--- config.mk ---
export PLATFORM = sky130hd
export DESIGN_NAME = serial_adder_flat
export DESIGN_NICKNAME = d
export VERILOG_FILES = /design/src/rtl/serial_adder_pkg.sv /design/src/rtl/serial_adder_if.sv /design/src/rtl/serial_adder_fulladd.sv /design/src/rtl/serial_adder.sv /design/src/flat_wrapper.sv
export SDC_FILE = /design/constraint.sdc
export NUM_CORES = 1
export LEC_CHECK = 0
export BUFFER_PORTS_ARGS = -buffer_cell sky130_fd_sc_hd__buf_2
export CORE_MARGIN = 2
export CORE_UTILIZATION = 32
export DETAILED_ROUTE_END_ITERATION = 7
export PLACE_DENSITY_LB_ADDON = 0.25
export SLEW_MARGIN = 20
export SYNTH_ARGS = -nofsm -noshare
export SYNTH_HDL_FRONTEND = slang
export SYNTH_HIERARCHICAL = 1
export SYNTH_SLANG_ARGS = --single-unit
--- constraint.sdc ---
create_clock -name clk -period 1.7 [get_ports clk]
set_clock_uncertainty 0.2 [all_clocks]
set_input_delay 0.085 -clock clk [delete_from_list [all_inputs] [get_ports clk]]
set_output_delay 0.085 -clock clk [all_outputs]
set_load 0.05 [all_outputs]
--- src/rtl/serial_adder_pkg.sv ---
// serial_adder_pkg: FSM states and counter sizing shared by the serial adder slice
package serial_adder_pkg;
  typedef enum logic [1:0] {IDLE, RUN, DONE} state_t;
  function automatic int cnt_bits(input int w);
    return (w > 1) ? $clog2(w) : 1;
  endfunction
endpackage

--- src/rtl/serial_adder_if.sv ---
// serial_adder_if: start/busy/done handshake plus operand and result buses
interface serial_adder_if #(parameter int WIDTH = 4);
  logic             start;
  logic [WIDTH-1:0] A;
  logic [WIDTH-1:0] B;
  logic             CIn;
  logic             busy;
  logic             done;
  logic [WIDTH-1:0] Sum;
  logic             COut;
  modport master(output start, A, B, CIn, input busy, done, Sum, COut);
  modport slave(input start, A, B, CIn, output busy, done, Sum, COut);
endinterface

--- src/rtl/serial_adder_fulladd.sv ---
// fulladd: single-bit full adder cell
module fulladd (
  input  logic A,
  input  logic B,
  input  logic CIn,
  output logic Sum,
  output logic COut
);
  assign Sum  = A ^ B ^ CIn;
  assign COut = (A & B) | (CIn & (A ^ B));
endmodule

--- src/rtl/serial_adder.sv ---
// serial_adder: LSB-first bit-serial A+B+CIn through one fulladd cell, one bit per clock
module serial_adder
  import serial_adder_pkg::*;
#(
  parameter int WIDTH = 4
) (
  input logic clk,
  input logic reset,
  serial_adder_if.slave bus
);
  localparam int CW = cnt_bits(WIDTH);
  state_t           r_state;
  logic [WIDTH-1:0] r_a, r_b, r_sum, r_res;
  logic [CW-1:0]    r_cnt;
  logic             r_carry, r_cout, r_busy, r_done;
  logic             w_s, w_c;
  logic [WIDTH:0]   w_cat;
  fulladd u_fa (.A(r_a[0]), .B(r_b[0]), .CIn(r_carry), .Sum(w_s), .COut(w_c));
  // Concatenate-then-drop keeps the shift legal when WIDTH is 1
  assign w_cat = {w_s, r_sum};
  always_ff @(posedge clk) begin
    if (reset) begin
      r_state <= IDLE;
      r_a     <= '0;
      r_b     <= '0;
      r_sum   <= '0;
      r_res   <= '0;
      r_cnt   <= '0;
      r_carry <= 1'b0;
      r_cout  <= 1'b0;
      r_busy  <= 1'b0;
      r_done  <= 1'b0;
    end else begin
      case (r_state)
        IDLE: begin
          r_done <= 1'b0;
          if (bus.start) begin
            r_a     <= bus.A;
            r_b     <= bus.B;
            r_carry <= bus.CIn;
            r_cnt   <= '0;
            r_busy  <= 1'b1;
            r_state <= RUN;
          end
        end
        RUN: begin
          r_a     <= r_a >> 1;
          r_b     <= r_b >> 1;
          r_sum   <= w_cat[WIDTH:1];
          r_carry <= w_c;
          r_cnt   <= r_cnt + 1'b1;
          if (r_cnt == CW'(WIDTH - 1)) begin
            r_res   <= w_cat[WIDTH:1];
            r_cout  <= w_c;
            r_done  <= 1'b1;
            r_busy  <= 1'b0;
            r_state <= DONE;
          end
        end
        default: begin
          r_done  <= 1'b0;
          r_state <= IDLE;
        end
      endcase
    end
  end
  assign bus.busy = r_busy;
  assign bus.done = r_done;
  assign bus.Sum  = r_res;
  assign bus.COut = r_cout;
endmodule

--- src/flat_wrapper.sv ---
// flat-port wrapper written by rule: the top's interface ports become plain ports
module serial_adder_flat import serial_adder_pkg::*;
#(
  parameter int WIDTH = 4
)
  (clk, reset, bus_start, bus_A, bus_B, bus_CIn, bus_busy, bus_done, bus_Sum, bus_COut);
  serial_adder_if #(.WIDTH(WIDTH)) bus_i ();
  input logic clk;
  input logic reset;
  input wire logic [$bits(bus_i.start)-1:0] bus_start;
  input wire logic [$bits(bus_i.A)-1:0] bus_A;
  input wire logic [$bits(bus_i.B)-1:0] bus_B;
  input wire logic [$bits(bus_i.CIn)-1:0] bus_CIn;
  output wire logic [$bits(bus_i.busy)-1:0] bus_busy;
  output wire logic [$bits(bus_i.done)-1:0] bus_done;
  output wire logic [$bits(bus_i.Sum)-1:0] bus_Sum;
  output wire logic [$bits(bus_i.COut)-1:0] bus_COut;
  assign bus_i.start = bus_start;
  assign bus_i.A = bus_A;
  assign bus_i.B = bus_B;
  assign bus_i.CIn = bus_CIn;
  assign bus_busy = bus_i.busy;
  assign bus_done = bus_i.done;
  assign bus_Sum = bus_i.Sum;
  assign bus_COut = bus_i.COut;
  serial_adder #(.WIDTH(WIDTH)) u_core (.clk(clk), .reset(reset), .bus(bus_i));
endmodule
# [After elaboration in Yosys (flattened, before gate mapping)]
# Cells that the tools add are included.
[classes] n_addsub=1 mul=0 div=0 order_cmp=0 eq_ne=4 n_shift=0 muxes=14 n_bitwise=6 reduce_logical=7
[op_table] op="one-hot mux 4 bit (2 select lines)" count=2
[op_table] op="2-to-1 mux 4 bit" count=2
[op_table] op="one-hot mux 2 bit (2 select lines)" count=2
[op_table] op="2-to-1 mux 2 bit" count=3
[op_table] op="AND reduction 2 bit" count=3
[op_table] op="one-hot mux 1 bit (2 select lines)" count=2
[op_table] op="2-to-1 mux 1 bit" count=3
[op_table] op="AND reduction 3 bit" count=1
[op_table] op="adder 2 x 1 -> 2 bit, second input constant" count=1
[op_table] op="bitwise AND 1 bit" count=2
[op_table] op="equality test 2 x 1 -> 1 bit, second input constant" count=1
[op_table] op="equality test 2 bit, second input constant" count=1
[op_table] op="zero test 2 bit" count=1
[op_table] op="inequality test 2 x 1 -> 1 bit, second input constant" count=1
[op_table] op="inequality test 2 bit, second input constant" count=1
[op_table] op="nonzero test 2 bit" count=1
[op_table] op="OR reduction 2 bit" count=1
[op_table] op="XOR 1 bit" count=2
[op_table] op="inverter 1 bit" count=1
[op_table] op="OR 1 bit" count=1
[totals] regBits=24 latchBits=0 mem_bits_rw=0 rom_bits=0 output_inout_bits=7 mem_count=0

# [Logic depth before layout (Yosys ltp)]
# Gate-level depths: netlist of run 1.
[logic_depth] depth_word=4 ltp_mapped=5 depth_no_buf=4

# [Hierarchy]
# The synthesis of run 1 kept the hierarchy.
[modules_own_cells] module="serial_adder" n_inst=1 cells_each=95 area_per_inst_um2=970.9
[modules_own_cells] module="fulladd" n_inst=1 cells_each=1 area_per_inst_um2=20.0

# [Least setup slack after synthesis of run 1]
# No wires, ideal clock.
[synth_timing] kind="register -> register" startpoint="register u_core.r_cnt[0]" endpoint="register u_core.r_res[1], in the netlist u_core/bus.Sum[1]" setup_ns=0.132 t_arrival_ns=1.061 required_time_ns=1.368 path_slack_ns=0.307 path_stages_with_launch=6 path_buffers=1 period_less_slack_ns=1.393 path_cell_list="dfxtp_1 -> ha_1 -> clkbuf_1 -> nand3b_1 -> nand2_1 -> a21oi_1"
[synth_between] elab_chain_len=2
[synth_rtl] element="start: declaration" line="serial_adder.sv:14" source="logic [CW-1:0] r_cnt;"
[synth_rtl] element="start signal: assignment" line="serial_adder.sv:51" source="r_cnt <= r_cnt + 1'b1;"
[synth_rtl] element="equality test 2 bit" line="serial_adder.sv:52" source="if (r_cnt == CW'(WIDTH - 1)) begin"
[synth_rtl] element="AND reduction 2 bit (no line)"
[synth_rtl] element="end signal: assignment" line="serial_adder.sv:53" source="r_res <= w_cat[WIDTH:1];"
[synth_rtl] element="end: declaration" line="serial_adder.sv:13" source="logic [WIDTH-1:0] r_a, r_b, r_sum, r_res;"
# No other way between the ends.
# A chain may end at the register's enable or synchronous reset.

# [Worst setup path after layout of run 1]
[layout_timing] startpoint="register u_core.r_cnt[0]" endpoint="register u_core.r_res[3], in the netlist u_core/bus.Sum[3]"
# The elaborated chain is that of the path after synthesis.

==> flow_summary.ini, run 1 <==
[power]
power.leakage_nw = 0.501
power_density_nw_per_um2 = 820
intPower_mw = 0.734
seq_power_share = 0.586
netSwitchingFraction = 0.267
clkPwrFrac = 0.250
switchingPower_mw = 0.268
ir_drop_v = 0.000369
p_comb_frac = 0.164

[cells_and_area]
layout.nets = 139
drive_above_1_share = 0.298
fin_cells = 157
post-route-util = 0.407
fill_cells = 303
area_delta_synth_final_pct = 23.4
diodes = 0

[timing]
post-route-period-util = 0.912
setup_violations = 0
worst_pin_slew_ns = 0.511
hold_viol_final = 0
slew_viol_final = 0
fmax_mhz = 645
fin_crit_ns = 1.55
fin_tns_setup_ns = 0
rsz0062_at_grt = no
maxSlewHeadroom = 0.658

[clocking]
clockRootBuffer = clkbuf_4
cts_tree = yes
clk_latency_ns = 0.30
cts_sinks = 23
cts_made_buffers = 3
htreeDepth = 1
ctsHoldBuffers = 10
post_cts_buffers = 0
cts_resized = 0
cts_buffer_depth = 2
path_clk_slew_ns = 0.13

[floorplanning]
initial_core_util = 0.330
ioPinCount = 19
core_area_um2 = 3000
rows = 20
fp.dieH_um = 59.7
die_area_um2 = 3560
fp.dieW_um = 59.7

[synthesis]
netlist_top_cells_count = dfxtp_1, nor2_1, mux2i_1
synth-seq-cells = 23
syn_area_um2 = 991
async_reset_ff_frac = 0
syn_nets = 110
yosys_warnings = 6
yosysTopAreaCell = dfxtp_1
postSynthCellCount = 96
synth-main-ff-cell = dfxtp_1
synth.distinct_cells = 24
synth_edf_count = 0
seq_area_frac_synth = 0.465
syn_avg_cell_area_um2 = 10.3
synth.most_common_cell = dfxtp_1
yosys-top-cells-area = dfxtp_1, mux2i_1, a211oi_2
netlist.area_leader.share = 0.465

[worst_hold_path]
holdCritPathClass = in -> reg

[place]
place_inst = 143
dp_hpwl_um = 1370
io_buffers = 18
place_congestion = 0.702

[grt]
grt_pass1_vias = 729
antenna_found_initial = 0
overflow = 0
grt_util_all_layers = 0.121
grt_max_degree = 24
grt_pass1_wl_um = 3290

[detailed_routing]
routed_via_density = 4.94
wl_per_cell_um = 13.1
post-route-drc-count = 0
wl_um = 2060
dr.pass1.iters = 2
vias = 776
drtIter0Drc = 10
ant_nets = 0

[setup_path]
critical_path_class = reg -> reg
critPathLaunchType = register
critical_path_arrival_ns = 1.53
worstPathRequired_ns = 1.68
cp-end-kind = register
worstPathMaxFanout = 8

[flow_run]
cap_violations = 0

[status]
outcome = complete, no violations
[cell usage in the layout (no fill, tap or decap)]
| cell type | instances |
|---|---|
| nand3_1 | 5 |
| nor2b_2 | 1 |
| dlygate4sd3_1 | 10 |
| fa_1 | 1 |
| o21bai_1 | 1 |
| nor2_2 | 2 |
| nand3b_1 | 1 |
| a211oi_2 | 8 |
| nor2_1 | 14 |
| ha_1 | 1 |
| mux2i_1 | 11 |
| nand2_1 | 5 |
| clkinv_2 | 1 |
| inv_1 | 1 |
| a21oi_1 | 5 |
| clkbuf_4 | 3 |
| nor3_1 | 2 |
| a22oi_1 | 3 |
| buf_2 | 18 |
| nor3b_2 | 1 |
| o21ba_4 | 1 |
| dfxtp_1 | 23 |
| buf_4 | 2 |
| nor2b_1 | 2 |
| o21ai_1 | 2 |
[flip-flops by register name, summed over array words and instances (netlist names), 2 cells and up]
name and flops:
u_core/bus.Sum 4, u_core/r_a 4, u_core/r_b 4, u_core/r_cnt 2, u_core/r_state 2, u_core/r_sum 3
[metrics by stage]
step           hold WS, ns  worst slack [ns]  area, um^2  power, mW
6_report            0.0113             0.150        1220       1.00
5_1_grt             0.0149            0.0342        1220       1.05
4_1_cts            0.00337             0.116        1220       1.02
3_5_place_dp         0.137             0.144        1090      0.747
3_3_place_gp         0.127             0.174        1090      0.742
2_1_floorplan      -0.0504             0.307         991      0.711
[final cells by class]
cell class | count | area [um^2] | share of cell area
well taps | 33 | 41.3 | 0.0338
flip-flops and latches | 23 | 460 | 0.377
repair buffers | 30 | 205 | 0.168
multi-input cells | 66 | 484 | 0.396
clock buffers | 3 | 22.5 | 0.0184
clock inverters | 1 | 5.00 | 0.00409
inverters | 1 | 3.75 | 0.00307
[routing by layer]
layer	routed length (um)	global-route usage	vias up	share of wire
met5	0	0	-	0
met3	37	0.0130	2	0.018
met4	17	0.0476	0	0.0082
met2	1020	0.200	7	0.49
met1	988	0.159	374	0.48
li1	-	-	393	-
[logic make-up (layout without fill, tap and decap cells)]
kind of cell	Yosys count	count (layout)	share of synthesized area
multiplexers	11	11	0.111
AO/OA/AOI/OAI	20	20	0.183
adder cells (fa/ha/maj)	2	2	0.0328
flip-flops	23	23	0.465
AND/OR/NAND/NOR	33	33	0.162
buffers and inverters	7	35	0.0467
[path summary, 6_finish.rpt]
| kind | slack, ns | to | from | cells past startpoint |
|---|---|---|---|---|
| setup / recovery | 0.15 | u_core/bus.Sum[3] | u_core/r_cnt[0] | 4 |
| hold / removal | 0.01 | u_core/r_a[3] | reset | 2 |
| setup reg to reg | 0.15 | u_core/bus.Sum[3] | u_core/r_cnt[0] | 4 |
| hold reg to reg | 0.26 | u_core/bus.Sum[2] | u_core/bus.Sum[2] | 2 |
[critical path, stage by stage, from the launching register on]
cell	delay, ns
dfxtp_1	0.39
ha_1	0.33
nand3b_1	0.29
nand2_1	0.15
a21oi_1	0.07
[power groups by stage]
stage,sequential (mW),clock [mW],combinational [mW]
final,0.588,0.250,0.164
after global routing,0.591,0.284,0.179
after CTS,0.588,0.268,0.166
after detailed placement,0.599,0,0.147
after global placement,0.597,0,0.145
after floorplan,0.602,0,0.109
No activity file was read; power rests on OpenSTA's default activity.
==> run 2, diff against run 1 <==
--- a/config.mk
+++ b/config.mk
@@ -8,6 +8,7 @@
 export BUFFER_PORTS_ARGS = -buffer_cell sky130_fd_sc_hd__buf_2
 export CORE_MARGIN = 2
 export CORE_UTILIZATION = 32
+export CTS_BUF_LIST = sky130_fd_sc_hd__clkbuf_8 sky130_fd_sc_hd__clkbuf_16
 export DETAILED_ROUTE_END_ITERATION = 7
 export PLACE_DENSITY_LB_ADDON = 0.25
 export SLEW_MARGIN = 20
==> run 2 against run 1 <==
Effect of this change: the run now ends with hold timing left; core utilization shrank 1.4 points; first-iteration DRC count grew 80%; non-clock buffer count shrank 6; setup slack gained 0.012 ns; worst hold slack lost 0.013 ns; sequential share of layout area grew 1.3 points; count of clock-buffer cells in the layout is the same; power grew 6.6%; sequential power is essentially flat; global-route usage shrank 0.45 points; highest routed layer unchanged.
==> flow_summary.ini, run 2 (synthesis gave the netlist of run 1 again) <==
[status]
outcome = finished with violations
violations = hold timing

[cells_and_area]
post-route-util = 0.393
area_delta_synth_final_pct = 19.2
diodes = 0
final_common_cell = dfxtp_1
fin_cells = 151
drive_above_1_share = 0.314
layout.nets = 133
mostFrequentLayoutCells = dfxtp_1, buf_2, nor2_1

[setup_path]
critPathLaunchType = register
reg2reg_to = u_core/bus.busy
reg2reg_depth = 4
path_cells = ha_1 -> nand3b_1 -> o21ai_1 -> nor3_1
reg2reg_from = u_core/r_cnt[0]
critical_path_arrival_ns = 1.47
cp-end-kind = register
rrSetupSlack_ns = 0.16
worstPathMaxFanout = 8
worstPathRequired_ns = 1.63
critical_path_class = reg -> reg
slowest_delay_ns = 0.37
critical-path-slowest-cell = dfxtp_1
critPathTopFamily = flip-flops
crit_buf_inv = 0

[detailed_routing]
drtIter0Drc = 18
ant_nets = 0
vias = 741
wl_per_cell_um = 13.1
wl_um = 1980
post-route-drc-count = 0
routed_via_density = 4.91
dr.pass1.iters = 4

[place]
dp_slack_ns = 0.144
io_buffers = 18
place_congestion = 0.702
dp_hpwl_um = 1370
place_inst = 143

[power]
power_density_nw_per_um2 = 905
power.leakage_nw = 0.484
ir_drop_v = 0.000364

[timing]
post-route-period-util = 0.905
setup_violations = 0
fin_hold_ws_ns = -0.00169
fmax_mhz = 650
hold_viol_final = 1
rsz0062_at_grt = no
fin_tns_setup_ns = 0
slew_viol_final = 0
fin_ws_ns = 0.161
worst_pin_slew_ns = 0.496
maxSlewHeadroom = 0.668
fin_crit_ns = 1.54

[grt]
overflow = 0
grt_pass1_wl_um = 3160
grt_util_all_layers = 0.116
antenna_found_initial = 0
grt_pass1_vias = 704
grt_max_degree = 24

[worst_hold_path]
holdCritPathClass = in -> reg
holdPathEnd = u_core/r_carry
hold_path_depth = 3
min_from = bus_CIn

[floorplanning]
fp.dieW_um = 59.7
core_area_um2 = 3000
ioPinCount = 19
initial_core_util = 0.330
die_area_um2 = 3560
rows = 20
fp.dieH_um = 59.7

[clocking]
clk_latency_ns = 0.26
cts_buffer_depth = 2
post_cts_buffers = 0
htreeDepth = 1
ctsHoldBuffers = 4
cts_tree = yes
cts_resized = 0
path_clk_slew_ns = 0.08
clockRootBuffer = clkbuf_8
cts_made_buffers = 3
cts_sinks = 23

[flow_run]
cap_violations = 0
[run 2: final cells by class]
cell class	count	area (um^2)
fill	306	1820
multi-input combinational	66	484
sequential	23	460
timing repair buffer	24	145
clock buffer	3	41.3
tap	33	41.3
clock inverter	1	5.00
inverter	1	3.75
[run 2: worst max-delay path by stage]
stage	from	endpoint	slack, ns	cells after the start
2_1_floorplan	u_core/r_cnt[0]	u_core/bus.Sum[1]	0.31	5
3_3_place_gp	u_core/r_cnt[0]	u_core/bus.busy	0.17	4
3_5_place_dp	u_core/r_cnt[0]	u_core/bus.busy	0.14	4
4_1_cts	u_core/r_cnt[0]	u_core/bus.busy	0.12	4
5_1_grt	u_core/r_cnt[0]	u_core/bus.busy	0.04	4
6_report	u_core/r_cnt[0]	u_core/bus.busy	0.16	4
[run 2: where the power goes]
group          switching, mW  leakage, nW  internal (mW)
clock network          0.166       0.0255          0.163
logic                 0.0821        0.270         0.0707
registers             0.0204        0.188          0.566
[run 2: metal layers]
| layer | GRT usage | vias to the layer above | wire, um |
|---|---|---|---|
| li1 | - | 380 | - |
| met1 | 0.154 | 352 | 932 |
| met2 | 0.191 | 7 | 989 |
| met3 | 0.0130 | 2 | 38 |
| met4 | 0.0476 | 0 | 17 |
| met5 | 0 | - | 0 |
[run 2: worst register-to-register path: stages, from the launching register on]
cell      delay, ns
dfxtp_1        0.37
ha_1           0.33
nand3b_1       0.29
o21ai_1        0.16
nor3_1         0.06
[run 2: metrics by stage]
step / power, mW / instance area, um^2
global route: 1.12 / 1180
finish: 1.07 / 1180
global placement: 0.742 / 1090
CTS: 1.09 / 1180
floorplan: 0.711 / 991
detailed placement: 0.747 / 1090
